<file path="src/rtl/cpu_pkg.sv">
// rtl/cpu_pkg.sv - shared register-file types for the writeback path
package cpu_pkg;

   localparam int NUM_REGS = 16;

   typedef logic [3:0]  reg_idx_t;
   typedef logic [31:0] word_t;

   typedef struct packed {
      reg_idx_t index;
      word_t    data;
   } wb_req_t;

endpackage

</file>
<file path="src/rtl/wb_fifo.sv">
// rtl/wb_fifo.sv - synchronous FIFO of writeback requests
// Pointers carry an extra wrap bit so full and empty are distinguishable.
module wb_fifo
   import cpu_pkg::*;
#(
   parameter int DEPTH = 4,
   parameter int AW    = $clog2(DEPTH)
) (
   input  logic    i_clk,
   input  logic    i_rst_n,
   input  logic    i_push,
   input  wb_req_t i_push_data,
   input  logic    i_pop,
   output wb_req_t o_pop_data,
   output logic    o_full,
   output logic    o_empty
);

   wb_req_t         r_mem [DEPTH];
   logic   [AW:0]   r_wr_ptr;
   logic   [AW:0]   r_rd_ptr;

   always_ff @(posedge i_clk or negedge i_rst_n) begin
      if (!i_rst_n) begin
         r_wr_ptr <= '0;
         r_rd_ptr <= '0;
      end else begin
         if (i_push) r_wr_ptr <= r_wr_ptr + {{AW{1'b0}}, 1'b1};
         if (i_pop)  r_rd_ptr <= r_rd_ptr + {{AW{1'b0}}, 1'b1};
      end
   end

   always_ff @(posedge i_clk) begin
      if (i_push) r_mem[r_wr_ptr[AW-1:0]] <= i_push_data;
   end

   assign o_pop_data = r_mem[r_rd_ptr[AW-1:0]];
   assign o_empty    = (r_wr_ptr == r_rd_ptr);
   assign o_full     = (r_wr_ptr[AW] != r_rd_ptr[AW]) &&
                       (r_wr_ptr[AW-1:0] == r_rd_ptr[AW-1:0]);

   a_no_push_full: assert property (@(posedge i_clk) disable iff (!i_rst_n) !(i_push && o_full));
   a_no_pop_empty: assert property (@(posedge i_clk) disable iff (!i_rst_n) !(i_pop && o_empty));

endmodule

</file>
<file path="src/rtl/writeback_unit.sv">
// rtl/writeback_unit.sv - ALU/load writeback arbiter with RAW scoreboard
// Optional WRITEBACK_BYPASS_EN adds same-cycle bypass outputs.
module writeback_unit
   import cpu_pkg::*;
#(
   parameter int LQ_DEPTH = 4
) (
   input  logic        clk,
   input  logic        rst_async_n,
   input  logic        alu_valid,
   output logic        alu_ready,
   input  logic [3:0]  alu_index,
   input  logic [31:0] alu_data,
   input  logic        mem_valid,
   output logic        mem_ready,
   input  logic [3:0]  mem_index,
   input  logic [31:0] mem_data,
   input  logic        issue_en,
   input  logic [3:0]  issue_index,
   input  logic [3:0]  query_a_index,
   input  logic [3:0]  query_b_index,
   input  logic [3:0]  query_c_index,
   output logic        pending_a,
   output logic        pending_b,
   output logic        pending_c,
`ifdef WRITEBACK_BYPASS_EN
   output logic        bypass_a,
   output logic        bypass_b,
   output logic        bypass_c,
   output logic [31:0] bypass_data,
`endif
   output logic        write_en,
   output logic [3:0]  write_index,
   output logic [31:0] write
);

   localparam int LQ_AW = $clog2(LQ_DEPTH);

   wb_req_t               w_head;
   wb_req_t               w_sel;
   logic                  w_full;
   logic                  w_empty;
   logic                  w_push;
   logic                  w_pop;
   logic                  w_alu_acc;
   logic                  w_sel_valid;

   logic                  r_write_en;
   reg_idx_t              r_write_index;
   word_t                 r_write;
   logic [NUM_REGS-1:0]   r_pending;

   wb_fifo #(.DEPTH(LQ_DEPTH), .AW(LQ_AW)) u_load_q (
      .i_clk       (clk),
      .i_rst_n     (rst_async_n),
      .i_push      (w_push),
      .i_push_data ({mem_index, mem_data}),
      .i_pop       (w_pop),
      .o_pop_data  (w_head),
      .o_full      (w_full),
      .o_empty     (w_empty)
   );

   // A full queue always drains first so loads cannot be starved by the ALU.
   assign alu_ready   = !w_full;
   assign mem_ready   = !w_full;
   assign w_push      = mem_valid && !w_full;
   assign w_alu_acc   = alu_valid && !w_full;
   assign w_pop       = w_full || (!alu_valid && !w_empty);
   assign w_sel_valid = w_alu_acc || w_pop;
   assign w_sel       = w_alu_acc ? wb_req_t'({alu_index, alu_data}) : w_head;

   always_ff @(posedge clk or negedge rst_async_n) begin
      if (!rst_async_n) begin
         r_write_en    <= 1'b0;
         r_write_index <= '0;
         r_write       <= '0;
      end else begin
         r_write_en <= w_sel_valid && (w_sel.index != '0);
         if (w_sel_valid && (w_sel.index != '0)) begin
            r_write_index <= w_sel.index;
            r_write       <= w_sel.data;
         end
      end
   end

   // Set beats clear when decode re-issues the register being written back.
   always_ff @(posedge clk or negedge rst_async_n) begin
      if (!rst_async_n) begin
         r_pending <= '0;
      end else begin
         for (int i = 1; i < NUM_REGS; i++) begin
            if (issue_en && (issue_index == reg_idx_t'(i)))
               r_pending[i] <= 1'b1;
            else if (r_write_en && (r_write_index == reg_idx_t'(i)))
               r_pending[i] <= 1'b0;
         end
         r_pending[0] <= 1'b0;
      end
   end

   assign write_en    = r_write_en;
   assign write_index = r_write_index;
   assign write       = r_write;

`ifdef WRITEBACK_BYPASS_EN
   assign bypass_a    = r_write_en && (r_write_index == query_a_index) && (query_a_index != '0);
   assign bypass_b    = r_write_en && (r_write_index == query_b_index) && (query_b_index != '0);
   assign bypass_c    = r_write_en && (r_write_index == query_c_index) && (query_c_index != '0);
   assign bypass_data = r_write;
   assign pending_a   = r_pending[query_a_index] && !bypass_a;
   assign pending_b   = r_pending[query_b_index] && !bypass_b;
   assign pending_c   = r_pending[query_c_index] && !bypass_c;
`else
   assign pending_a   = r_pending[query_a_index];
   assign pending_b   = r_pending[query_b_index];
   assign pending_c   = r_pending[query_c_index];
`endif

endmodule

</file>
<file path="config.mk">
export PLATFORM = sky130hd
export DESIGN_NAME = writeback_unit
export DESIGN_NICKNAME = d
export VERILOG_FILES = /design/src/rtl/cpu_pkg.sv /design/src/rtl/wb_fifo.sv /design/src/rtl/writeback_unit.sv
export SDC_FILE = /design/constraint.sdc
export NUM_CORES = 1
export LEC_CHECK = 0
export CORE_ASPECT_RATIO = 1.25
export CORE_MARGIN = 1
export CORE_UTILIZATION = 48
export DETAILED_ROUTE_END_ITERATION = 12
export GPL_TIMING_DRIVEN = 1
export PLACE_DENSITY = 0.81
export SYNTH_ARGS = -nofsm -noshare
export SYNTH_HDL_FRONTEND = slang
export SYNTH_SLANG_ARGS = --single-unit
</file>
<file path="constraint.sdc">
create_clock -name clk -period 2.45 [get_ports clk]
set_input_delay 0.49 -clock clk [delete_from_list [all_inputs] [get_ports clk]]
set_output_delay 0.49 -clock clk [all_outputs]
set_load 0.05 [all_outputs]
</file>
==> flow_metrics.tcl, run 1 <==
set metrics [dict create \
    pwr-share-comb 0.438 \
    synth-adder-area-share 0.007410 \
    synth_area_per_cell_um2 19.36 \
    cts.path.max_buffers 3 \
    vias 4674 \
    hold_violations 3 \
    synth_xor_area_frac 0.006224 \
    placementRows 53 \
    antenna_left 0 \
    dp_slack_ps -374.2 \
    grt-ovfl-total 0 \
    crit_path_end_kind "output port" \
    htreeDepth 1 \
    cap_violations 0 \
    die_y_um 150.3 \
    async_flop_share 0.2871 \
    synth.area.mux_share 0.2330 \
    yosysSeqAreaShare 0.6841 \
    ys_top_cells_by_area "edfxtp_1, dfrtp_1, mux4_2, mux2_2, mux2_4" \
    ys_ff_latch 202 \
    synth_common_cells "edfxtp_1, dfrtp_1, mux4_2, mux2_2, o21ai_0" \
    pwr-share-clk 0.218 \
    drive_gt1_frac 0.3117 \
    syn_area_um2 8443 \
    finalCriticalPeriod_ps 2559 \
    stdcell_count 836 \
    violations "negative hold slack, negative setup slack" \
    hold_path_class "primary input to asynchronous set/reset pin" \
    yosys.cell_types.count 31 \
    cts_hold_buffers 0 \
    start_util 0.4954 \
    synth.most_common_cell "edfxtp_1" \
    place_inst 800 \
    fin_area_um2 11050 \
    swShare 0.3421 \
    cp.arrival_ps 2070 \
    rr_endpoint "write[12]" \
    r2r-start "u_load_q.r_rd_ptr[0]" \
    synth_edf_count 144 \
    fin_hold_ws_ps -2.314 \
    drt_wl_total_um 18270 \
    drtIter0Drc 334 \
    synth_nets 534 \
    clock.fmax_ghz 0.3907 \
    first_pass_iters 4 \
    top_layer "met4" \
    grt_setup_unrepaired "true" \
    clkSinkCount 202 \
    synthFlopType "edfxtp_1" \
    dpl.hpwl_um 12530 \
    seqPwrFrac 0.344 \
    yosys_warnings 0 \
    cts_tree "done" \
    path_max_fanout 4 \
    die_width_um 120.6 \
    syn_inst 436 \
    drt-met1-wl_um 7089 \
    die_area_um2 18130 \
    final_nets 700 \
    clk_latency_ps 490 \
    p_per_area_nw_per_um2 1424 \
    maxSlewHeadroom 0.6169 \
    setup_viol 3 \
    grt_max_degree 40 \
    grt_usage 0.2095 \
    synth-compound-area-share 0.03008 \
    synth_top_family_by_area "multiplexers" \
    wl_met2_um 9896 \
    required_ps 1960 \
    reg2regPathDepth 6 \
    coreArea_um2 17040 \
    outcome "finished with violations" \
    worst_pin_slew_ps 574.6 \
    antennaDiodeCount 0 \
    wl_met3_um 950 \
    power_switching_mw 5.384 \
    intPower_mw 10.35 \
    pin_count 135 \
    critPathLaunchType "flip-flop" \
    finalPower_mw 15.74 \
    cts-root-buf "clkbuf_16" \
    path_clk_slew_ps 70 \
    numPortBuffers 134 \
    irDropWorstVdd_mv 1.055 \
    clock_skew_ps 14.96 \
    grt_pass1_vias 5174 \
    timing.final.ws_setup_ps -109.3 \
    cts_buffers 20 \
    gp_congestion 0.8948 \
    r2r_slack_ps 160 \
    synth_top_area_share 0.5122 \
    criticalPathCategory "flip-flop to output port" \
    post_dp_cell_area_um2 10280 \
    grt_pass1_wl_um 28790 \
    synth-simple-area-share 0.02356 \
    finalCritPeriodShare 1.045 \
    antenna_found_initial 0 \
    post-route-drc-count 0 \
    synth_top_cell_by_area "edfxtp_1" \
    viasPerCell 5.591 \
    slew_viol_final 0 \
    power_leakage_nw 4.026 \
    wl_per_cell_um 21.85 \
    area_delta_synth_final_pct 30.84 \
]
state kept, by name, indices dropped and copies added, names as in the netlist:
| register | count |
|---|---|
| u_load_q.r_mem | 144 |
| write | 32 |
| r_pending | 15 |
| u_load_q.r_rd_ptr | 3 |
| write_en | 1 |
| write_index | 4 |
| u_load_q.r_wr_ptr | 3 |
power groups by stage:
stage	combinational, mW	clock (mW)	sequential (mW)
after floorplan	3.73	0	6.35
after global placement	6.69	0	5.39
after detailed placement	6.89	0	5.47
after CTS	6.96	3.48	5.42
after global routing	7.27	3.63	5.52
final	6.89	3.43	5.42
logic make-up after synthesis:
kind of cell,count (synthesis)
DFF,202
muxes,118
AOI/OAI and AO/OA,42
and+or+nand+nor,38
buffers and inverters,25
xor gates and xnor gates,6
adders and majority gates,5
cells in the final DEF (no fill, tap or decap), types with 2 or more instances in the layout:
cell               n
and3_2             4
bufinv_16          6
nand3_1            5
and2_1             2
buf_8              3
o21ai_0           35
xnor2_1            3
inv_1             10
clkinv_1           4
clkbuf_1           3
mux4_2            48
clkdlybuf4s50_1  122
buf_12            11
dlygate4sd2_1      6
nand2b_1           3
xor2_1             3
dfrtp_1           55
mux2_4            26
ha_1               5
or2_2              2
o221ai_1           3
nand3b_1           2
dfrtp_2            3
clkbuf_16         21
edfxtp_1         144
mux2_2            44
nand2_1           15
buf_4             16
stage by stage:
| stage | TNS [ps] | util |
|---|---|---|
| 2_1_floorplan | 0 | - |
| 6_report | -314.8 | 0.6482 |
| 3_5_place_dp | -1084 | 0.6035 |
| 3_3_place_gp | -962.3 | 0.6035 |
| 4_1_cts | -347.4 | 0.6481 |
| 5_1_grt | -459.7 | 0.6482 |
metal layers:
| metal | GRT usage | up-vias |
|---|---|---|
| li1 | - | 2074 |
| met4 | 0.06358 | 0 |
| met2 | 0.3753 | 145 |
| met5 | 0 | - |
| met1 | 0.2588 | 2425 |
| met3 | 0.03750 | 30 |
final cells by class:
class | instances | area (um^2)
flip-flops and latches | 202 | 5779
inverters | 10 | 37.54
repair buffers | 159 | 1664
multi-input cells | 209 | 2545
well taps | 220 | 275.3
fillers | 1142 | 5996
clock buffers | 24 | 536.8
clock inverters | 12 | 209.0
worst max-delay path by stage:
| stage | start | end | slack (ps) | depth (start not counted) |
|---|---|---|---|---|
| floorplan | u_load_q.r_rd_ptr[0] | u_load_q.r_mem[3][0] | 40 | 4 |
| global placement | query_a_index[0] | pending_a | -330 | 4 |
| CTS | r_pending[13] | pending_c | -120 | 3 |
| detailed placement | query_b_index[0] | pending_b | -370 | 4 |
| global route | r_pending[13] | pending_c | -160 | 3 |
| finish | r_pending[13] | pending_c | -110 | 3 |
timing repair:
item	4_1_cts	5_1_grt
setup buffers	0	0
gates resized for setup	12	1
endpoints found under the hold margin	0	0
endpoints found under the setup margin	3	3
critical path, stage by stage (launching register included):
cell and delay, ps:
dfrtp_1 430, mux4_2 490, mux4_2 490, buf_8 170
Note: power is estimated with default switching activity, not from simulation.
==> inputs of run 2 (changes only) <==
--- a/config.mk
+++ b/config.mk
@@ -8,9 +8,10 @@
 export CORE_ASPECT_RATIO = 1.25
 export CORE_MARGIN = 1
 export CORE_UTILIZATION = 48
+export CTS_CLUSTER_SIZE = 25
 export DETAILED_ROUTE_END_ITERATION = 12
 export GPL_TIMING_DRIVEN = 1
-export PLACE_DENSITY = 0.81
+export PLACE_DENSITY = 0.72
 export SYNTH_ARGS = -nofsm -noshare
 export SYNTH_HDL_FRONTEND = slang
 export SYNTH_SLANG_ARGS = --single-unit
==> flow_metrics.tcl, run 2 (synthesis results as in run 1) <==
set metrics [dict create \
    reg2regPathDepth 6 \
    cap_violations 0 \
    vias 4606 \
    required_ps 1960 \
    clk_latency_ps 490 \
    cp.arrival_ps 2070 \
    placementRows 53 \
    layout_common_cells "edfxtp_1, clkdlybuf4s50_1, dfrtp_1, mux4_2, mux2_2" \
    path_max_fanout 4 \
    clock.fmax_ghz 0.3901 \
    grt_setup_unrepaired "true" \
    critPathLaunchType "flip-flop" \
    timing.final.ws_setup_ps -113.2 \
    maxSlewHeadroom 0.3527 \
    cts-root-buf "clkbuf_16" \
    die_area_um2 18130 \
    setup_viol 3 \
    wl_per_cell_um 20.87 \
    cts_setup_buffers 0 \
    start_util 0.4954 \
    power_leakage_nw 3.953 \
    htreeDepth 1 \
    hold_path_class "flip-flop to flip-flop" \
    min_from "write[28]" \
    intPower_mw 9.914 \
    dpl.hpwl_um 11680 \
    drt-met1-wl_um 6487 \
    top_layer "met4" \
    grt_usage 0.2006 \
    violations "negative setup slack" \
    gp_congestion 0.8707 \
    die_y_um 150.3 \
    coreArea_um2 17040 \
    seqPwrFrac 0.356 \
    path_clk_slew_ps 60 \
    pwr-share-clk 0.198 \
    r2r-start "u_load_q.r_rd_ptr[0]" \
    finalCriticalPeriod_ps 2563 \
    power_switching_mw 5.274 \
    crit_path_end_kind "output port" \
    grt_max_degree 42 \
    cts.path.max_buffers 3 \
    pwr-share-comb 0.446 \
    place_inst 795 \
    die_width_um 120.6 \
    hold_violations 0 \
    final_common_cell "edfxtp_1" \
    wl_met2_um 9566 \
    clkSinkCount 202 \
    antenna_left 0 \
    first_pass_iters 4 \
    finish.utilization 0.6398 \
    drt_wl_total_um 17400 \
    swShare 0.3472 \
    hold_path_depth 1 \
    final_nets 697 \
    area_delta_synth_final_pct 29.15 \
    pin_count 135 \
    post-route-drc-count 0 \
    dp_slack_ps -352.9 \
    viasPerCell 5.523 \
    outcome "finished with violations" \
    numPortBuffers 134 \
    min_to "write[28]" \
    criticalPathCategory "flip-flop to output port" \
    largest_reg_flops 144 \
    r2r_slack_ps 230 \
    antennaDiodeCount 0 \
    drive_gt1_frac 0.3046 \
    antenna_found_initial 0 \
    worst_pin_slew_ps 970.9 \
    fin_hold_ws_ps 504.5 \
    p_per_area_nw_per_um2 1393 \
    grt_pass1_wl_um 27210 \
    stdcell_count 834 \
    grt_pass1_vias 5068 \
    slew_viol_final 0 \
    wl_met3_um 959 \
    finalCritPeriodShare 1.046 \
    drtIter0Drc 221 \
    grt-ovfl-total 0 \
    finalPower_mw 15.19 \
    clock_skew_ps 11.78 \
    rr_endpoint "write[10]" \
    irDropWorstVdd_mv 1.060 \
    cts_tree "done" \
    cts_buffers 21 \
]
[run 2: changes by cell type in the layout (fill, tap and decap cells not counted), moves of 2 or more]
cell and change:
dfrtp_1 -2, clkinv_1 -3, bufinv_16 -5, clkbuf_8 +3, clkbuf_1 +7, buf_12 -2
buf_4 -3, dfrtp_2 +2
[run 2: timing repair]
action | 4_1_cts | 5_1_grt
hold buffers | 1 | 0
gates cloned | 0 | 0
endpoints found under the setup margin | 3 | 3
gates resized for setup | 13 | 3
hold endpoints to repair | 17 | 0
[run 2: layout make-up]
cell class	count	area, um^2
well taps	220	275.3
flip-flops and latches	202	5782
multi-input cells	209	2545
repair buffers	155	1613
clock inverters	4	47.55
clock buffers	34	604.3
fillers	1183	6138
inverters	10	37.54
[run 2: worst max path at each step]
stage	cells after the start	to	start	slack (ps)
after CTS	3	pending_c	r_pending[10]	-130
after global routing	3	pending_c	r_pending[7]	-150
after global placement	4	pending_a	query_a_index[0]	-340
final	3	pending_c	r_pending[8]	-110
after detailed placement	4	pending_c	query_c_index[0]	-350
after floorplan	4	u_load_q.r_mem[3][0]	u_load_q.r_rd_ptr[0]	40
[run 2: power groups by stage]
stage / registers (mW) / logic (mW) / clock network, mW
4_1_cts: 5.40 / 6.86 / 3.09
3_3_place_gp: 5.39 / 6.68 / 0
5_1_grt: 5.50 / 7.19 / 3.23
3_5_place_dp: 5.45 / 6.79 / 0
2_1_floorplan: 6.35 / 3.73 / 0
6_report: 5.40 / 6.78 / 3.01
[run 2: metal layers]
metal  vias to the layer above  global-route usage
met4                         0             0.06420
met2                       159              0.3701
met3                        32             0.03788
met1                      2349              0.2353
li1                       2066                   -
met5                         -                   0
[run 2: critical path, cell delays in order (launching register included)]
cell and delay [ps]:
dfrtp_1 440, mux4_2 480, mux4_2 500, buf_8 170
[run 2: through the flow]
stage	instance area [um^2]	setup TNS, ps
final	10900	-295.8
after CTS	10900	-348.2
after global routing	10900	-413.4
after global placement	10220	-968.9
after floorplan	8448	0
after detailed placement	10220	-1043
==> inputs of run 3 (changes only) <==
--- a/config.mk
+++ b/config.mk
@@ -5,6 +5,7 @@
 export SDC_FILE = /design/constraint.sdc
 export NUM_CORES = 1
 export LEC_CHECK = 0
+export CAP_MARGIN = 5
 export CORE_ASPECT_RATIO = 1.25
 export CORE_MARGIN = 1
 export CORE_UTILIZATION = 48
==> results of run 3 <==
The final DEF is identical to that of run 2; final timing and power are the same.
